[config.mk]
export PLATFORM = sky130hd
export DESIGN_NAME = host_uart_rsp_serializer_flat
export DESIGN_NICKNAME = d
export VERILOG_FILES = /design/src/rtl/host_uart_pkg.sv /design/src/rtl/host_uart_rsp_serializer_if.sv /design/src/rtl/host_uart_rsp_len_lut.sv /design/src/rtl/host_uart_rsp_serializer.sv /design/src/flat_wrapper.sv
export SDC_FILE = /design/constraint.sdc
export NUM_CORES = 2
export LEC_CHECK = 0
export BUFFER_PORTS_ARGS = -buffer_cell sky130_fd_sc_hd__buf_2
export CAP_MARGIN = 20
export CELL_PAD_IN_SITES_DETAIL_PLACEMENT = 0
export CELL_PAD_IN_SITES_GLOBAL_PLACEMENT = 1
export CORE_AREA = 2 2 408 410
export CTS_CLUSTER_DIAMETER = 120
export DETAILED_ROUTE_END_ITERATION = 12
export DIE_AREA = 0 0 410 412
export GPL_ROUTABILITY_DRIVEN = 0
export PLACE_DENSITY_LB_ADDON = 0.05
export SYNTH_ARGS = -nofsm -noshare
export SYNTH_HDL_FRONTEND = slang
export SYNTH_HIERARCHICAL = 1
export SYNTH_SLANG_ARGS = --single-unit
[constraint.sdc]
create_clock -name clk -period 52.8 [get_ports clk]
set_clock_uncertainty 0.05 [all_clocks]
set_input_delay 5.28 -clock clk [delete_from_list [all_inputs] [get_ports clk]]
set_output_delay 5.28 -clock clk [all_outputs]
set_load 0.02 [all_outputs]
[src/rtl/host_uart_pkg.sv]
// Shared constants and types for the host UART response path.
package host_uart_pkg;

    localparam int unsigned LEN_W = 8;

    localparam logic [7:0] RSP_ID_ENCRYPT_ENABLE = 8'h02;
    localparam logic [7:0] RSP_ID_READ_YAW       = 8'h04;

    localparam logic [LEN_W-1:0] RSP_LEN_ENCRYPT_ENABLE = 8'd8;
    localparam logic [LEN_W-1:0] RSP_LEN_READ_YAW       = 8'd12;

    typedef enum logic [2:0] {
        IDLE,
        LOOKUP,
        SEND,
        CHK,
        DONE
    } rsp_state_e;

endpackage

[src/rtl/host_uart_rsp_serializer_if.sv]
// Frame-in / byte-out handshake bundle of the response serializer.
interface host_uart_rsp_serializer_if #(
    parameter int unsigned FRAME_W = 1025
);
    logic [FRAME_W-1:0] frame_in;
    logic               frame_valid;
    logic               frame_ready;
    logic [7:0]         tx_data;
    logic               tx_valid;
    logic               tx_ready;
    logic               busy;
    logic               done;
    logic               error;

    // Upstream encoder / UART side drives frames and tx_ready.
    modport master (
        output frame_in, frame_valid, tx_ready,
        input  frame_ready, tx_data, tx_valid, busy, done, error
    );

    // Serializer side.
    modport slave (
        input  frame_in, frame_valid, tx_ready,
        output frame_ready, tx_data, tx_valid, busy, done, error
    );
endinterface

[src/rtl/host_uart_rsp_len_lut.sv]
// Response ID to frame length table; combinational, shared with the command decoder.
module host_uart_rsp_len_lut
    import host_uart_pkg::*;
(
    input  logic [7:0]       rsp_id_i,
    output logic [LEN_W-1:0] rsp_len_c_o,
    output logic             known_c_o
);

    // Decode the ID; unknown IDs report length 0.
    always_comb begin
        rsp_len_c_o = '0;
        known_c_o   = 1'b0;
        unique case (rsp_id_i)
            RSP_ID_ENCRYPT_ENABLE: begin
                rsp_len_c_o = RSP_LEN_ENCRYPT_ENABLE;
                known_c_o   = 1'b1;
            end
            RSP_ID_READ_YAW: begin
                rsp_len_c_o = RSP_LEN_READ_YAW;
                known_c_o   = 1'b1;
            end
            default: begin
                rsp_len_c_o = '0;
                known_c_o   = 1'b0;
            end
        endcase
    end

endmodule

[src/rtl/host_uart_rsp_serializer.sv]
// Streams a parallel response frame LSB-byte-first over a byte valid/ready
// handshake, with an optional XOR checksum trailer.
module host_uart_rsp_serializer
    import host_uart_pkg::*;
#(
    parameter int unsigned FRAME_W     = 1025,
    parameter int unsigned MAX_BYTES   = 128,
    parameter bit          CHECKSUM_EN = 1'b1
) (
    input  logic                        clk,
    input  logic                        reset,
    host_uart_rsp_serializer_if.slave   bus
);

    localparam int unsigned IDX_W  = (MAX_BYTES > 1) ? $clog2(MAX_BYTES) : 1;
    localparam int unsigned HOLD_W = 8 * MAX_BYTES;

    rsp_state_e                  state_q, state_d;
    logic [MAX_BYTES-1:0][7:0]   hold_q;
    logic                        hold_load;
    logic [IDX_W-1:0]            idx_q, idx_d;
    logic [LEN_W-1:0]            len_q, len_d;
    logic [7:0]                  cks_q, cks_d;
    logic [7:0]                  tx_data_q, tx_data_d;
    logic                        tx_valid_q, tx_valid_d;
    logic                        frame_ready_q, frame_ready_d;
    logic                        busy_q, busy_d;
    logic                        done_q, done_d;
    logic                        error_q, error_d;

    logic [LEN_W-1:0]            lut_len;
    logic                        lut_known;
    logic                        tx_fire;
    logic                        last_byte;
    logic [IDX_W-1:0]            idx_next;

    // Frame bits above the longest frame are never transmitted.
    if (FRAME_W > HOLD_W) begin : g_unused_msbs
        logic unused_frame_msbs;
        assign unused_frame_msbs = ^bus.frame_in[FRAME_W-1:HOLD_W];
    end

    host_uart_rsp_len_lut u_len_lut (
        .rsp_id_i    (hold_q[0]),
        .rsp_len_c_o (lut_len),
        .known_c_o   (lut_known)
    );

    assign tx_fire   = tx_valid_q & bus.tx_ready;
    assign last_byte = (LEN_W'(idx_q) == (len_q - LEN_W'(1)));
    assign idx_next  = idx_q + IDX_W'(1);

    // Next-state and registered-output decode.
    always_comb begin
        state_d   = state_q;
        hold_load = 1'b0;
        idx_d     = idx_q;
        len_d     = len_q;
        cks_d     = cks_q;
        tx_data_d = tx_data_q;
        error_d   = error_q;

        unique case (state_q)
            IDLE: begin
                if (bus.frame_valid && frame_ready_q) begin
                    hold_load = 1'b1;
                    error_d   = 1'b0;
                    cks_d     = 8'h00;
                    idx_d     = '0;
                    state_d   = LOOKUP;
                end
            end
            LOOKUP: begin
                if (lut_known) begin
                    len_d     = lut_len;
                    tx_data_d = hold_q[0];
                    state_d   = SEND;
                end else begin
                    error_d = 1'b1;
                    state_d = DONE;
                end
            end
            SEND: begin
                if (tx_fire) begin
                    cks_d = cks_q ^ tx_data_q;
                    if (last_byte) begin
                        if (CHECKSUM_EN) begin
                            tx_data_d = cks_q ^ tx_data_q;
                            state_d   = CHK;
                        end else begin
                            state_d = DONE;
                        end
                    end else begin
                        idx_d     = idx_next;
                        tx_data_d = hold_q[idx_next];
                    end
                end
            end
            CHK: begin
                if (tx_fire) begin
                    state_d = DONE;
                end
            end
            DONE: begin
                state_d = IDLE;
            end
            default: begin
                state_d = IDLE;
            end
        endcase

        tx_valid_d    = (state_d == SEND) || (state_d == CHK);
        busy_d        = (state_d != IDLE);
        done_d        = (state_d == DONE);
        frame_ready_d = (state_d == IDLE);
        if (!tx_valid_d) begin
            tx_data_d = 8'h00;
        end
    end

    // State and control registers.
    always_ff @(posedge clk or posedge reset) begin
        if (reset) begin
            state_q       <= IDLE;
            idx_q         <= '0;
            len_q         <= '0;
            cks_q         <= 8'h00;
            tx_data_q     <= 8'h00;
            tx_valid_q    <= 1'b0;
            frame_ready_q <= 1'b0;
            busy_q        <= 1'b0;
            done_q        <= 1'b0;
            error_q       <= 1'b0;
        end else begin
            state_q       <= state_d;
            idx_q         <= idx_d;
            len_q         <= len_d;
            cks_q         <= cks_d;
            tx_data_q     <= tx_data_d;
            tx_valid_q    <= tx_valid_d;
            frame_ready_q <= frame_ready_d;
            busy_q        <= busy_d;
            done_q        <= done_d;
            error_q       <= error_d;
        end
    end

    // Frame holding register, captured only on accept.
    always_ff @(posedge clk or posedge reset) begin
        if (reset) begin
            hold_q <= '0;
        end else if (hold_load) begin
            hold_q <= bus.frame_in[HOLD_W-1:0];
        end
    end

    assign bus.tx_data     = tx_data_q;
    assign bus.tx_valid    = tx_valid_q;
    assign bus.frame_ready = frame_ready_q;
    assign bus.busy        = busy_q;
    assign bus.done        = done_q;
    assign bus.error       = error_q;

endmodule

[src/flat_wrapper.sv]
// flat-port wrapper written by rule: the top's interface ports become plain ports
module host_uart_rsp_serializer_flat import host_uart_pkg::*;
#(
    parameter int unsigned FRAME_W     = 1025,
    parameter int unsigned MAX_BYTES   = 128,
    parameter bit          CHECKSUM_EN = 1'b1
)
  (clk, reset, bus_frame_in, bus_frame_valid, bus_tx_ready, bus_frame_ready, bus_tx_data, bus_tx_valid, bus_busy, bus_done, bus_error);
  host_uart_rsp_serializer_if #(.FRAME_W(FRAME_W)) bus_i ();
  input  logic clk;
  input  logic reset;
  input wire logic [$bits(bus_i.frame_in)-1:0] bus_frame_in;
  input wire logic [$bits(bus_i.frame_valid)-1:0] bus_frame_valid;
  input wire logic [$bits(bus_i.tx_ready)-1:0] bus_tx_ready;
  output wire logic [$bits(bus_i.frame_ready)-1:0] bus_frame_ready;
  output wire logic [$bits(bus_i.tx_data)-1:0] bus_tx_data;
  output wire logic [$bits(bus_i.tx_valid)-1:0] bus_tx_valid;
  output wire logic [$bits(bus_i.busy)-1:0] bus_busy;
  output wire logic [$bits(bus_i.done)-1:0] bus_done;
  output wire logic [$bits(bus_i.error)-1:0] bus_error;
  assign bus_i.frame_in = bus_frame_in;
  assign bus_i.frame_valid = bus_frame_valid;
  assign bus_i.tx_ready = bus_tx_ready;
  assign bus_frame_ready = bus_i.frame_ready;
  assign bus_tx_data = bus_i.tx_data;
  assign bus_tx_valid = bus_i.tx_valid;
  assign bus_busy = bus_i.busy;
  assign bus_done = bus_i.done;
  assign bus_error = bus_i.error;
  host_uart_rsp_serializer #(.FRAME_W(FRAME_W), .MAX_BYTES(MAX_BYTES), .CHECKSUM_EN(CHECKSUM_EN)) u_core (.clk(clk), .reset(reset), .bus(bus_i));
endmodule
==> impl_metrics.csv <==
group,metric,value,unit
placement,port_buffers,1040,
detailed_routing,routed_via_density,4.77,
timing,fin_crit_sh,16.8,%
clock_network,cts_made_buffers,136,
logic_synthesis,synthCells,5166,
placement,dp.cells,8134,
worst_setup_path,slowest_delay,0.83,ns
clock_network,ctsHoldBuffers,0,
worst_setup_path,critPathLaunch,"bus_frame_valid",
logic_synthesis,synth_area,0.0486,mm²
detailed_routing,ant_nets,0,
timing,final_max_slew_viol_count,0,
timing,rsz0062_at_grt,"false",
logic_synthesis,synth_area_per_cell,9.40,µm²
worst_setup_path,crit_cells,9,
logic_synthesis,synth_edf_count,0,
logic_synthesis,synth-seq-cells,1063,
clock_network,post_cts_resized,0,
logic_synthesis,ys_types,55,
detailed_routing,drt_iter0_drc,2798,
worst_setup_path,worst_r2r_startpoint,"u_core/idx_q[0]",
worst_setup_path,cp.required,53.43,ns
worst_setup_path,path_class,"in2reg",
final_layout,multi_input_area,0.0207,mm²
floorplan,dieArea,0.169,mm²
global_routing,grt-ovfl-total,0,
logic_synthesis,ys_seq_area_share,54.8,%
timing,slew_headroom,22.6,%
clock_network,clkLatencyLatePin,0.75,ns
detailed_routing,routedWlPerCell,24.3,µm
worst_setup_path,path_cells,"buf_2 -> nand3_1 -> or2_4 -> buf_4 -> buf_4 -> buf_4 -> buf_4 -> nand2_1 -> nand2_1",
logic_synthesis,yosysTopAreaCell,"dfrtp_1",
worst_setup_path,crit_path_top_delay_cell,"buf_4",
worst_setup_path,critPathCaptureType,"flop",
floorplan,coreArea,0.164,mm²
detailed_routing,vias,40200,
timing,hold_viol,0,
global_routing,globalRouteTotalUtil,24.0,%
worst_setup_path,cp-start-kind,"primary input",
floorplan,dieWidth,410,µm
timing,fin_setup_tns,0,ns
logic_synthesis,ys_warn_count,6,
pwr,power_leakage,31.2,nW
final_layout,fin_cells,8428,
flow_run,drv_cap,0,
worst_setup_path,cp_top_family,"buffers and inverters",
logic_synthesis,yosys.area.top_type_share,54.8,%
final_layout,area_growth,24.8,%
final_layout,nets,7115,
timing,tightest_slew,1.16,ns
min_path,min_path_type,"reg2reg",
worst_setup_path,crit_end,"u_core/hold_q[880]",
timing,finalSetupViolations,0,
global_routing,grt_max_degree,223,
global_routing,antenna_found_initial,267,
clock_network,post_cts_buffers,0,
logic_synthesis,synth-main-ff-cell,"dfrtp_1",
detailed_routing,post-route-drc-count,0,
global_routing,grt_pass1_wl,294000,µm
worst_setup_path,crit_buf_inv,5,
placement,hpwlAfterDp,149000,µm
floorplan,rows,149,
worst_setup_path,r2r_slack,47.26,ns
final_layout,nFillCells,17300,
detailed_routing,drtPass1Iterations,7,
logic_synthesis,synth.area.top_cells,"dfrtp_1 55%, nand2_1 25%, mux4_2 13%, clkbuf_1 1.9%, mux2i_1 0.76%",
clock_network,clockBufferDepth,3,
clock_network,cts-htree-levels,4,
timing,fmax,113,MHz
clock_network,ctsRootBufferMaster,"clkbuf_16",
floorplan,die_h,412,µm
worst_setup_path,rr_endpoint,"u_core/bus.tx_data[5]",
logic_synthesis,async_reset_ff_share,100,%
outcome,status,"finished clean",
pwr,power-per-cell-area,62.9,mW/mm²
floorplan,io-pin-count,1042,
worst_setup_path,cp.arrival,9.47,ns
clock_network,cts_tree,"built",
global_routing,grt_pass1_vias,41300,
clock_network,cts.sinks,1063,
final_layout,regArea,0.0266,mm²
pwr,peakVddDrop,0.0470,mV
worst_setup_path,worstPathMaxFanout,87,
final_layout,drive_gt1_share,26.5,%
worst_setup_path,rr_worst_depth,9,
worst_setup_path,crit_top_cell,"buf_4",
detailed_routing,routed_wl,204000,µm
floorplan,initial_core_util,29.6,%
min_path,hp-start,"u_core/hold_q[253]",
timing,period_needed,8.85,ns
clock_network,clk_pin_slew_worst_paths,0.05,ns
## cells by family after synthesis
kind of cell / synth area share, %
AND/OR/NAND/NOR: 25.7
flip-flops: 54.8
buffers and inverters: 2.86
multiplexers: 14.4
AO/OA/AOI/OAI: 1.74
XOR/XNOR: 0.451
adder cells (fa/ha/maj): 0.0515
other: 0.00772
## sequential cells by signal, indices dropped and copies added (netlist names)
| signal | cells |
|---|---|
| u_core/state_q | 3 |
| u_core/bus.frame_ready | 1 |
| u_core/bus.busy | 1 |
| u_core/cks_q | 8 |
| u_core/len_q | 8 |
| u_core/bus.tx_valid | 1 |
| u_core/idx_q | 7 |
| u_core/bus.error | 1 |
| u_core/bus.done | 1 |
| u_core/bus.tx_data | 8 |
| u_core/hold_q | 1024 |
## metal layers
layer  wire length [µm]  part of all wire, %  global-route usage [%]
met5                943                 0.46                       0
met4               5250                  2.6                    5.95
met3              14300                  7.0                    7.01
met2              95600                   47                    38.6
met1              88300                   43                    31.7
## worst register-to-register path, stage by stage, from the launching register on
cell	delay [ns]
dfrtp_4	0.95
ha_4	0.62
buf_4	0.67
buf_12	0.55
mux4_2	0.67
mux4_2	0.60
mux2i_1	0.26
mux2i_1	0.30
a2111oi_0	0.63
o21ai_1	0.11
## worst min-delay path by stage
| stage | slack, ns | to | cells after the start |
|---|---|---|---|
| after global routing | 0.44 | u_core/hold_q[677] | 2 |
| after floorplan | 0.39 | u_core/hold_q[1016] | 2 |
| after CTS | 0.42 | u_core/hold_q[253] | 2 |
| final | 0.42 | u_core/hold_q[253] | 2 |
| after global placement | 0.40 | u_core/hold_q[763] | 2 |
| after detailed placement | 0.41 | u_core/hold_q[127] | 2 |
## layout by cell type, fill, tap and decap left out, types with 22 or more instances in the layout
cell	instances
clkbuf_1	27
a21oi_1	35
mux4_2	291
clkbuf_16	142
nand3_1	22
dfrtp_1	1062
clkinv_2	27
nand2_1	3173
buf_4	55
o21ai_0	31
diode_2	49
buf_2	1041
clkbuf_8	32
mux2i_1	37
## layout make-up
| type | instances | share of cell area, % |
|---|---|---|
| Antenna cell | 49 | 0.202 |
| Clock buffer | 201 | 6.76 |
| Clock inverter | 43 | 0.788 |
| Inverter | 7 | 0.0557 |
| Multi-Input combinational cell | 3771 | 34.2 |
| Sequential cell | 1063 | 43.9 |
| Tap cell | 2189 | 4.52 |
| Timing Repair Buffer | 1105 | 9.59 |
## report_power, final
part,internal (W),switching [W]
registers,0.00120,0.000220
logic,0.000575,0.000861
clock network,0.000576,0.000379
total,0.00235,0.00146
## synthesized netlist by cell type, drive strengths merged (4+ instances only)
library cell and count:
xor2 7, o211ai 8, buf 85, nand4 4, a2111oi 16, nand2b 4
nand2 3173, a31oi 6, nor3 6, mux2 7, a21oi 35, o21ai 38
or2 4, inv 7, a22o 6, dfrtp 1063, nor2 21, mux2i 37
nor4 6, nor2b 5, xnor2 18, nor3b 4, or4 8, nand3 22
clkbuf 245, mux4 291
## metrics by stage
stage | hold slack (ns) | cell area (µm²) | power [W] | util, % | worst slack [ns]
3_5_place_dp | 0.407 | 55900 | 0.00290 | 34.0 | 43.16
6_report | 0.416 | 60600 | 0.00381 | 36.9 | 43.95
5_1_grt | 0.437 | 60500 | 0.00410 | 36.9 | 43.65
4_1_cts | 0.421 | 60500 | 0.00388 | 36.8 | 43.97
3_3_place_gp | 0.403 | 55900 | 0.00288 | 34.0 | 43.15
2_1_floorplan | 0.390 | 48600 | 0.00239 | - | 17.55
Power figures use the tool's default switching activity.
